$ cat config.mk
export PLATFORM = sky130hd
export DESIGN_NAME = zl_ts_sync_flat
export DESIGN_NICKNAME = d
export VERILOG_FILES = /design/src/rtl/zl_ts_sync_if.sv /design/src/rtl/zl_ts_sync.sv /design/src/flat_wrapper.sv
export SDC_FILE = /design/constraint.sdc
export NUM_CORES = 1
export LEC_CHECK = 0
export ABC_AREA = 0
export CAP_MARGIN = 15
export CORE_MARGIN = 10
export CORE_UTILIZATION = 59
export DETAILED_ROUTE_END_ITERATION = 8
export PLACE_DENSITY_LB_ADDON = 0.1
export SETUP_SLACK_MARGIN = 0.02
export SYNTH_ARGS = -nofsm -noshare
export SYNTH_HDL_FRONTEND = slang
export SYNTH_SLANG_ARGS = --single-unit
$ cat constraint.sdc
create_clock -name clk -period 6.4 [get_ports clk]
set_clock_uncertainty 0.05 [all_clocks]
set_input_delay 1.28 -clock clk [delete_from_list [all_inputs] [get_ports clk]]
set_output_delay 1.28 -clock clk [all_outputs]
set_load 0.05 [all_outputs]
$ cat src/rtl/zl_ts_sync_if.sv
// Byte-stream bundle between the TS source, the sync aligner and the DVB-S core.
// Transfers are req/ack: a byte moves on any cycle where both are high.
interface zl_ts_sync_if;
  logic [7:0] data_in;
  logic       data_in_req;
  logic       data_in_ack;
  logic [7:0] data_out;
  logic       data_out_sop;
  logic       data_out_req;
  logic       data_out_ack;

  // Environment side: feeds raw bytes and consumes aligned bytes.
  modport master (
    output data_in, data_in_req, data_out_ack,
    input  data_in_ack, data_out, data_out_sop, data_out_req
  );

  // Aligner side.
  modport slave (
    input  data_in, data_in_req, data_out_ack,
    output data_in_ack, data_out, data_out_sop, data_out_req
  );
endinterface

$ cat src/rtl/zl_ts_sync.sv
// TS packet sync acquisition (HUNT/VERIFY/LOCK) with one registered output stage, latency 1.
// Backpressure: input is acked only when the output register is empty or being consumed.
module zl_ts_sync #(
  parameter int PKT_LEN  = 188,
  parameter int LOCK_CNT = 3,
  parameter int LOSS_CNT = 3
) (
  input  logic           clk,
  input  logic           rst,
  zl_ts_sync_if.slave    ts,
  output logic           locked,
  output logic [7:0]     sync_err_cnt
);

  localparam int         PW        = (PKT_LEN > 1) ? $clog2(PKT_LEN) : 1;
  localparam logic [7:0] SYNC_BYTE = 8'h47;

  typedef enum logic [1:0] {
    HUNT   = 2'd0,
    VERIFY = 2'd1,
    LOCK   = 2'd2
  } state_t;

  state_t        state, state_nxt;
  logic [PW-1:0] pos, pos_nxt, pos_inc;
  logic [7:0]    good, good_nxt, good_inc;
  logic [7:0]    miss, miss_nxt, miss_inc;

  logic          in_xfer, out_xfer, is_sync, at_sop;
  logic          fwd, fwd_sop, err_inc;
  logic [7:0]    fwd_dat;

  logic [7:0]    out_dat;
  logic          out_sop, out_req;

  assign ts.data_in_ack  = !out_req || ts.data_out_ack;
  assign ts.data_out     = out_dat;
  assign ts.data_out_sop = out_sop;
  assign ts.data_out_req = out_req;

  assign in_xfer  = ts.data_in_req && ts.data_in_ack;
  assign out_xfer = out_req && ts.data_out_ack;
  assign is_sync  = (ts.data_in == SYNC_BYTE);
  assign at_sop   = (pos == '0);

  assign pos_inc  = (pos == PW'(PKT_LEN - 1)) ? '0 : pos + PW'(1);
  assign good_inc = good + 8'd1;
  assign miss_inc = miss + 8'd1;

  assign locked   = (state == LOCK);

  always_ff @(posedge clk or posedge rst) begin
    if (rst) begin
      state <= HUNT;
      pos   <= '0;
      good  <= '0;
      miss  <= '0;
    end else begin
      state <= state_nxt;
      pos   <= pos_nxt;
      good  <= good_nxt;
      miss  <= miss_nxt;
    end
  end

  always_comb begin
    state_nxt = state;
    pos_nxt   = pos;
    good_nxt  = good;
    miss_nxt  = miss;
    fwd       = 1'b0;
    fwd_sop   = 1'b0;
    fwd_dat   = ts.data_in;
    err_inc   = 1'b0;

    if (in_xfer) begin
      unique case (state)
        HUNT: begin
          if (is_sync) begin
            pos_nxt = pos_inc;
            if (LOCK_CNT <= 1) begin
              state_nxt = LOCK;
              good_nxt  = '0;
              miss_nxt  = '0;
              fwd       = 1'b1;
              fwd_sop   = 1'b1;
            end else begin
              state_nxt = VERIFY;
              good_nxt  = 8'd1;
            end
          end
        end

        VERIFY: begin
          pos_nxt = pos_inc;
          if (at_sop) begin
            if (!is_sync) begin
              // The failing byte is dropped, never reconsidered as a new candidate.
              state_nxt = HUNT;
              pos_nxt   = '0;
              good_nxt  = '0;
            end else if (good_inc >= 8'(LOCK_CNT)) begin
              state_nxt = LOCK;
              good_nxt  = '0;
              miss_nxt  = '0;
              fwd       = 1'b1;
              fwd_sop   = 1'b1;
            end else begin
              good_nxt = good_inc;
            end
          end
        end

        LOCK: begin
          pos_nxt = pos_inc;
          fwd     = 1'b1;
          if (at_sop) begin
            // Downstream always sees a clean sync byte, even when the source corrupted it.
            fwd_sop = 1'b1;
            fwd_dat = SYNC_BYTE;
            if (is_sync) begin
              miss_nxt = '0;
            end else begin
              err_inc  = 1'b1;
              miss_nxt = miss_inc;
              if (miss_inc >= 8'(LOSS_CNT)) begin
                state_nxt = HUNT;
                pos_nxt   = '0;
                good_nxt  = '0;
                miss_nxt  = '0;
                fwd       = 1'b0;
              end
            end
          end
        end

        default: begin
          state_nxt = HUNT;
          pos_nxt   = '0;
          good_nxt  = '0;
          miss_nxt  = '0;
        end
      endcase
    end
  end

  // A forwarded byte implies the register was free or draining this cycle.
  always_ff @(posedge clk or posedge rst) begin
    if (rst) begin
      out_dat <= 8'h00;
      out_sop <= 1'b0;
      out_req <= 1'b0;
    end else if (fwd) begin
      out_dat <= fwd_dat;
      out_sop <= fwd_sop;
      out_req <= 1'b1;
    end else if (out_xfer) begin
      out_dat <= 8'h00;
      out_sop <= 1'b0;
      out_req <= 1'b0;
    end
  end

  always_ff @(posedge clk or posedge rst) begin
    if (rst) begin
      sync_err_cnt <= 8'h00;
    end else if (err_inc && (sync_err_cnt != 8'hFF)) begin
      sync_err_cnt <= sync_err_cnt + 8'd1;
    end
  end

  a_out_hold: assert property (@(posedge clk) disable iff (rst)
    (out_req && !ts.data_out_ack) |=> (out_req && $stable(out_dat) && $stable(out_sop)));

endmodule
$ cat src/flat_wrapper.sv
// flat-port wrapper written by rule: the top's interface ports become plain ports
module zl_ts_sync_flat 
#(
  parameter int PKT_LEN  = 188,
  parameter int LOCK_CNT = 3,
  parameter int LOSS_CNT = 3
)
  (clk, rst, locked, sync_err_cnt, ts_data_in, ts_data_in_req, ts_data_out_ack, ts_data_in_ack, ts_data_out, ts_data_out_sop, ts_data_out_req);
  zl_ts_sync_if ts_i ();
  input  logic clk;
  input  logic rst;
  output logic locked;
  output logic [7:0] sync_err_cnt;
  input wire logic [$bits(ts_i.data_in)-1:0] ts_data_in;
  input wire logic [$bits(ts_i.data_in_req)-1:0] ts_data_in_req;
  input wire logic [$bits(ts_i.data_out_ack)-1:0] ts_data_out_ack;
  output wire logic [$bits(ts_i.data_in_ack)-1:0] ts_data_in_ack;
  output wire logic [$bits(ts_i.data_out)-1:0] ts_data_out;
  output wire logic [$bits(ts_i.data_out_sop)-1:0] ts_data_out_sop;
  output wire logic [$bits(ts_i.data_out_req)-1:0] ts_data_out_req;
  assign ts_i.data_in = ts_data_in;
  assign ts_i.data_in_req = ts_data_in_req;
  assign ts_i.data_out_ack = ts_data_out_ack;
  assign ts_data_in_ack = ts_i.data_in_ack;
  assign ts_data_out = ts_i.data_out;
  assign ts_data_out_sop = ts_i.data_out_sop;
  assign ts_data_out_req = ts_i.data_out_req;
  zl_ts_sync #(.PKT_LEN(PKT_LEN), .LOCK_CNT(LOCK_CNT), .LOSS_CNT(LOSS_CNT)) u_core (.clk(clk), .rst(rst), .ts(ts_i), .locked(locked), .sync_err_cnt(sync_err_cnt));
endmodule
==> out/results.txt <==
run status: complete, no violations
number of synthesized flops with an enable pin: 0
final weighted congestion in routability-driven placement: 0.805
Final Total Pwr: 0.787 mW
TritonCTS sink count: 44
fraction of synthesized cell area taken by the top area cell type: 0.470
die span in x: 83.0 um
worst setup margin: 2.31 ns
arrival time at the worst endpoint: 2.76 ns
top cells by count, synth: sky130_fd_sc_hd__dfrtp_1, sky130_fd_sc_hd__nand2_1, sky130_fd_sc_hd__nand3_1
share of synthesized area spent on multiplexers: 0.0187
synthesized area divided by synthesized cell count: 10.6 um^2
post-route antenna net violation count: 0
Syn. warnings: 0
fraction of synthesized cell area in xor and xnor cells: 0.0336
most instantiated flip-flop cell in the synthesis netlist: sky130_fd_sc_hd__dfrtp_1
number of DRC violations after detailed routing: 0
Yosys reg bits: 44
adder-cell share of the synthesized area: 0.0587
final critical-path required period: 4.09 ns
worst-path fanout max: 4
register clock-pin slew on the reported worst setup and hold paths: 0.08 ns
count of H-tree levels built during CTS: 2
total number of placement rows: 22
pins over their slew limit: 0
Synth async-reset ratio: 1.00
detailed placement HPWL: 3.57 mm
First-pass DRT Iterations: 4
largest family of logic cells by synthesized area: simple AND/OR/NAND/NOR gates
number of distinct library cells after synthesis: 51
RSZ-0062 raised after global routing: no
Top Ports: 32
top-count cell post-synth: sky130_fd_sc_hd__dfrtp_1
average wire length per cell after detail routing: 16.1 um
cell type with the highest aggregate area in the netlist: sky130_fd_sc_hd__dfrtp_1
all-layer global routing usage: 0.146
total die area: 0.00689 mm^2
via count: 1784
Layout Area Growth over Synthesis: 19.1%
clock tree from TritonCTS: yes
buffer depth of the longest clock path: 2
vias per inst: 5.83
period utilization: 0.639
overflow left after global routing: 0
Inserted Clock Buffers: 5
share of post-route cells with drive strength above 1: 0.116
part of the Yosys area used for sequential elements: 0.470
number of gates resized after CTS: 0
largest net degree at the start of global routing: 45
synth top area cells: sky130_fd_sc_hd__dfrtp_1, sky130_fd_sc_hd__ha_1, sky130_fd_sc_hd__nand3_1, sky130_fd_sc_hd__nand2_1, sky130_fd_sc_hd__xnor2_1
number of instances in the synthesized netlist: 222
number of antenna violations at the first check in global routing: 0
worst setup path class: input port to primary output
area fraction in compound gates after synthesis: 0.134
Mapped Nets: 245
aggregate negative setup slack: 0 ns
Setup crit start kind: input port
post-CTS setup repair buffer count: 0
starting density of the core: 0.626
chip height: 83.0 um
Max Freq: 245 MHz
final antenna diode count: 0
cell area after technology mapping: 0.00234 mm^2
post-layout net count: 280
highest ir drop seen on vdd: 235 uV
total power per unit cell area: 282 mW/mm^2
type of element capturing the critical path: primary output
Detailed Route WL: 4.94 mm
Synth Area in Simple Gates: 0.251
area of the core: 0.00374 mm^2
number of global-route vias before repair: 1883
leakage power: 1.27 nW
worst relative slew slack: 0.464
worst-skew pair later-pin latency: 0.30 ns
Root Driver: sky130_fd_sc_hd__clkbuf_8
number of max-capacitance violations reported: 0
number of failing hold endpoints at the final stage: 0
first-pass GRT wire length: 8.63 mm
Worst-Margin Slew: 0.796 ns
worst setup timing slack at the placement stage: 2.31 ns
data required time at the worst endpoint: 5.07 ns
cts hold-fix bufs: 0
type of the most critical hold path: flop to flop
Port Buffers: 31
initial DRC count: 80
setup violators final: 0
[power breakdown]
group          switching, mW  total (mW)  internal (mW)
logic                  0.140       0.235         0.0949
registers             0.0362       0.340          0.304
clock network         0.0962       0.212          0.116
total                  0.273       0.787          0.514
[worst max-delay path, stage by stage]
cell and delay [ns]:
sky130_fd_sc_hd__clkdlybuf4s50_1 0.46, sky130_fd_sc_hd__nand2b_1 0.17, sky130_fd_sc_hd__clkdlybuf4s50_1 0.84
[per-stage QoR]
stage	instance area (um^2)	std cells	util	hold WS, ns
after CTS	2790	306	0.746	0.456
after floorplan	2340	222	-	0.420
final	2790	306	0.746	0.454
after global routing	2790	306	0.746	0.477
after detailed placement	2680	298	0.717	0.437
after global placement	2680	298	0.717	0.427
[routing by layer]
layer  share of wire  global-route usage  vias to the layer above
met3           0.055              0.0488                        9
met4           0.016              0.0600                        0
met2            0.48               0.242                       37
met1            0.44               0.169                      870
li1                -                   -                      868
met5               0                   0                        -
[placed cells by master (no fill, tap or decap), drive strengths merged, types with 3 or more instances in the layout]
cell type	instances
nand2	19
inv	11
a31oi	4
nand4	8
nand2b	3
clkdlybuf4s50	31
dfrtp	44
or2	3
nor2	15
and3	4
xnor2	6
clkbuf	6
xor2	3
o21ai	6
ha	11
nand3	16
o211ai	7
and2	7
nor3	6
nor2b	6
a32o	4
mux2	3
a21oi	9
[registers in the layout, indices dropped and copies added, names as in the netlist]
| name | count |
|---|---|
| u_core.pos | 8 |
| u_core.miss | 8 |
| u_core.ts.data_out | 8 |
| u_core.good | 8 |
| u_core.sync_err_cnt | 8 |
| u_core.ts.data_out_sop | 1 |
| u_core.state | 2 |
| u_core.ts.data_out_req | 1 |
[final cells by class]
| class | instances | area [um^2] |
|---|---|---|
| multi-input combinational | 163 | 1160 |
| clock inverter | 2 | 35.0 |
| tap | 48 | 60.1 |
| clock buffer | 6 | 72.6 |
| fill | 278 | 952 |
| inverter | 11 | 41.3 |
| sequential | 44 | 1100 |
| timing repair buffer | 32 | 318 |
[kinds of logic (layout without fill, tap and decap cells)]
logic type      Yosys count  count (layout)
flops                    44              44
fa+ha+maj                11              11
mux                       4               4
compound gates           40              40
buf+inv                  15              51
xor+xnor                  9               9
simple gates             99              99
[final timing paths]
| kind | start | endpoint | slack (ns) | depth (start not counted) |
|---|---|---|---|---|
| setup / recovery | ts_data_out_ack | ts_data_in_ack | 2.31 | 3 |
| hold / removal | u_core.sync_err_cnt[6] | u_core.sync_err_cnt[6] | 0.45 | 1 |
| setup reg to reg | u_core.state[0] | u_core.sync_err_cnt[7] | 4.06 | 7 |
| hold reg to reg | u_core.sync_err_cnt[6] | u_core.sync_err_cnt[6] | 0.45 | 1 |
| max in group asynchronous | rst | u_core.pos[0] | 4.57 | 3 |
| min in group asynchronous | rst | u_core.sync_err_cnt[6] | 1.36 | 3 |
Note: power is estimated with default switching activity, not from simulation.
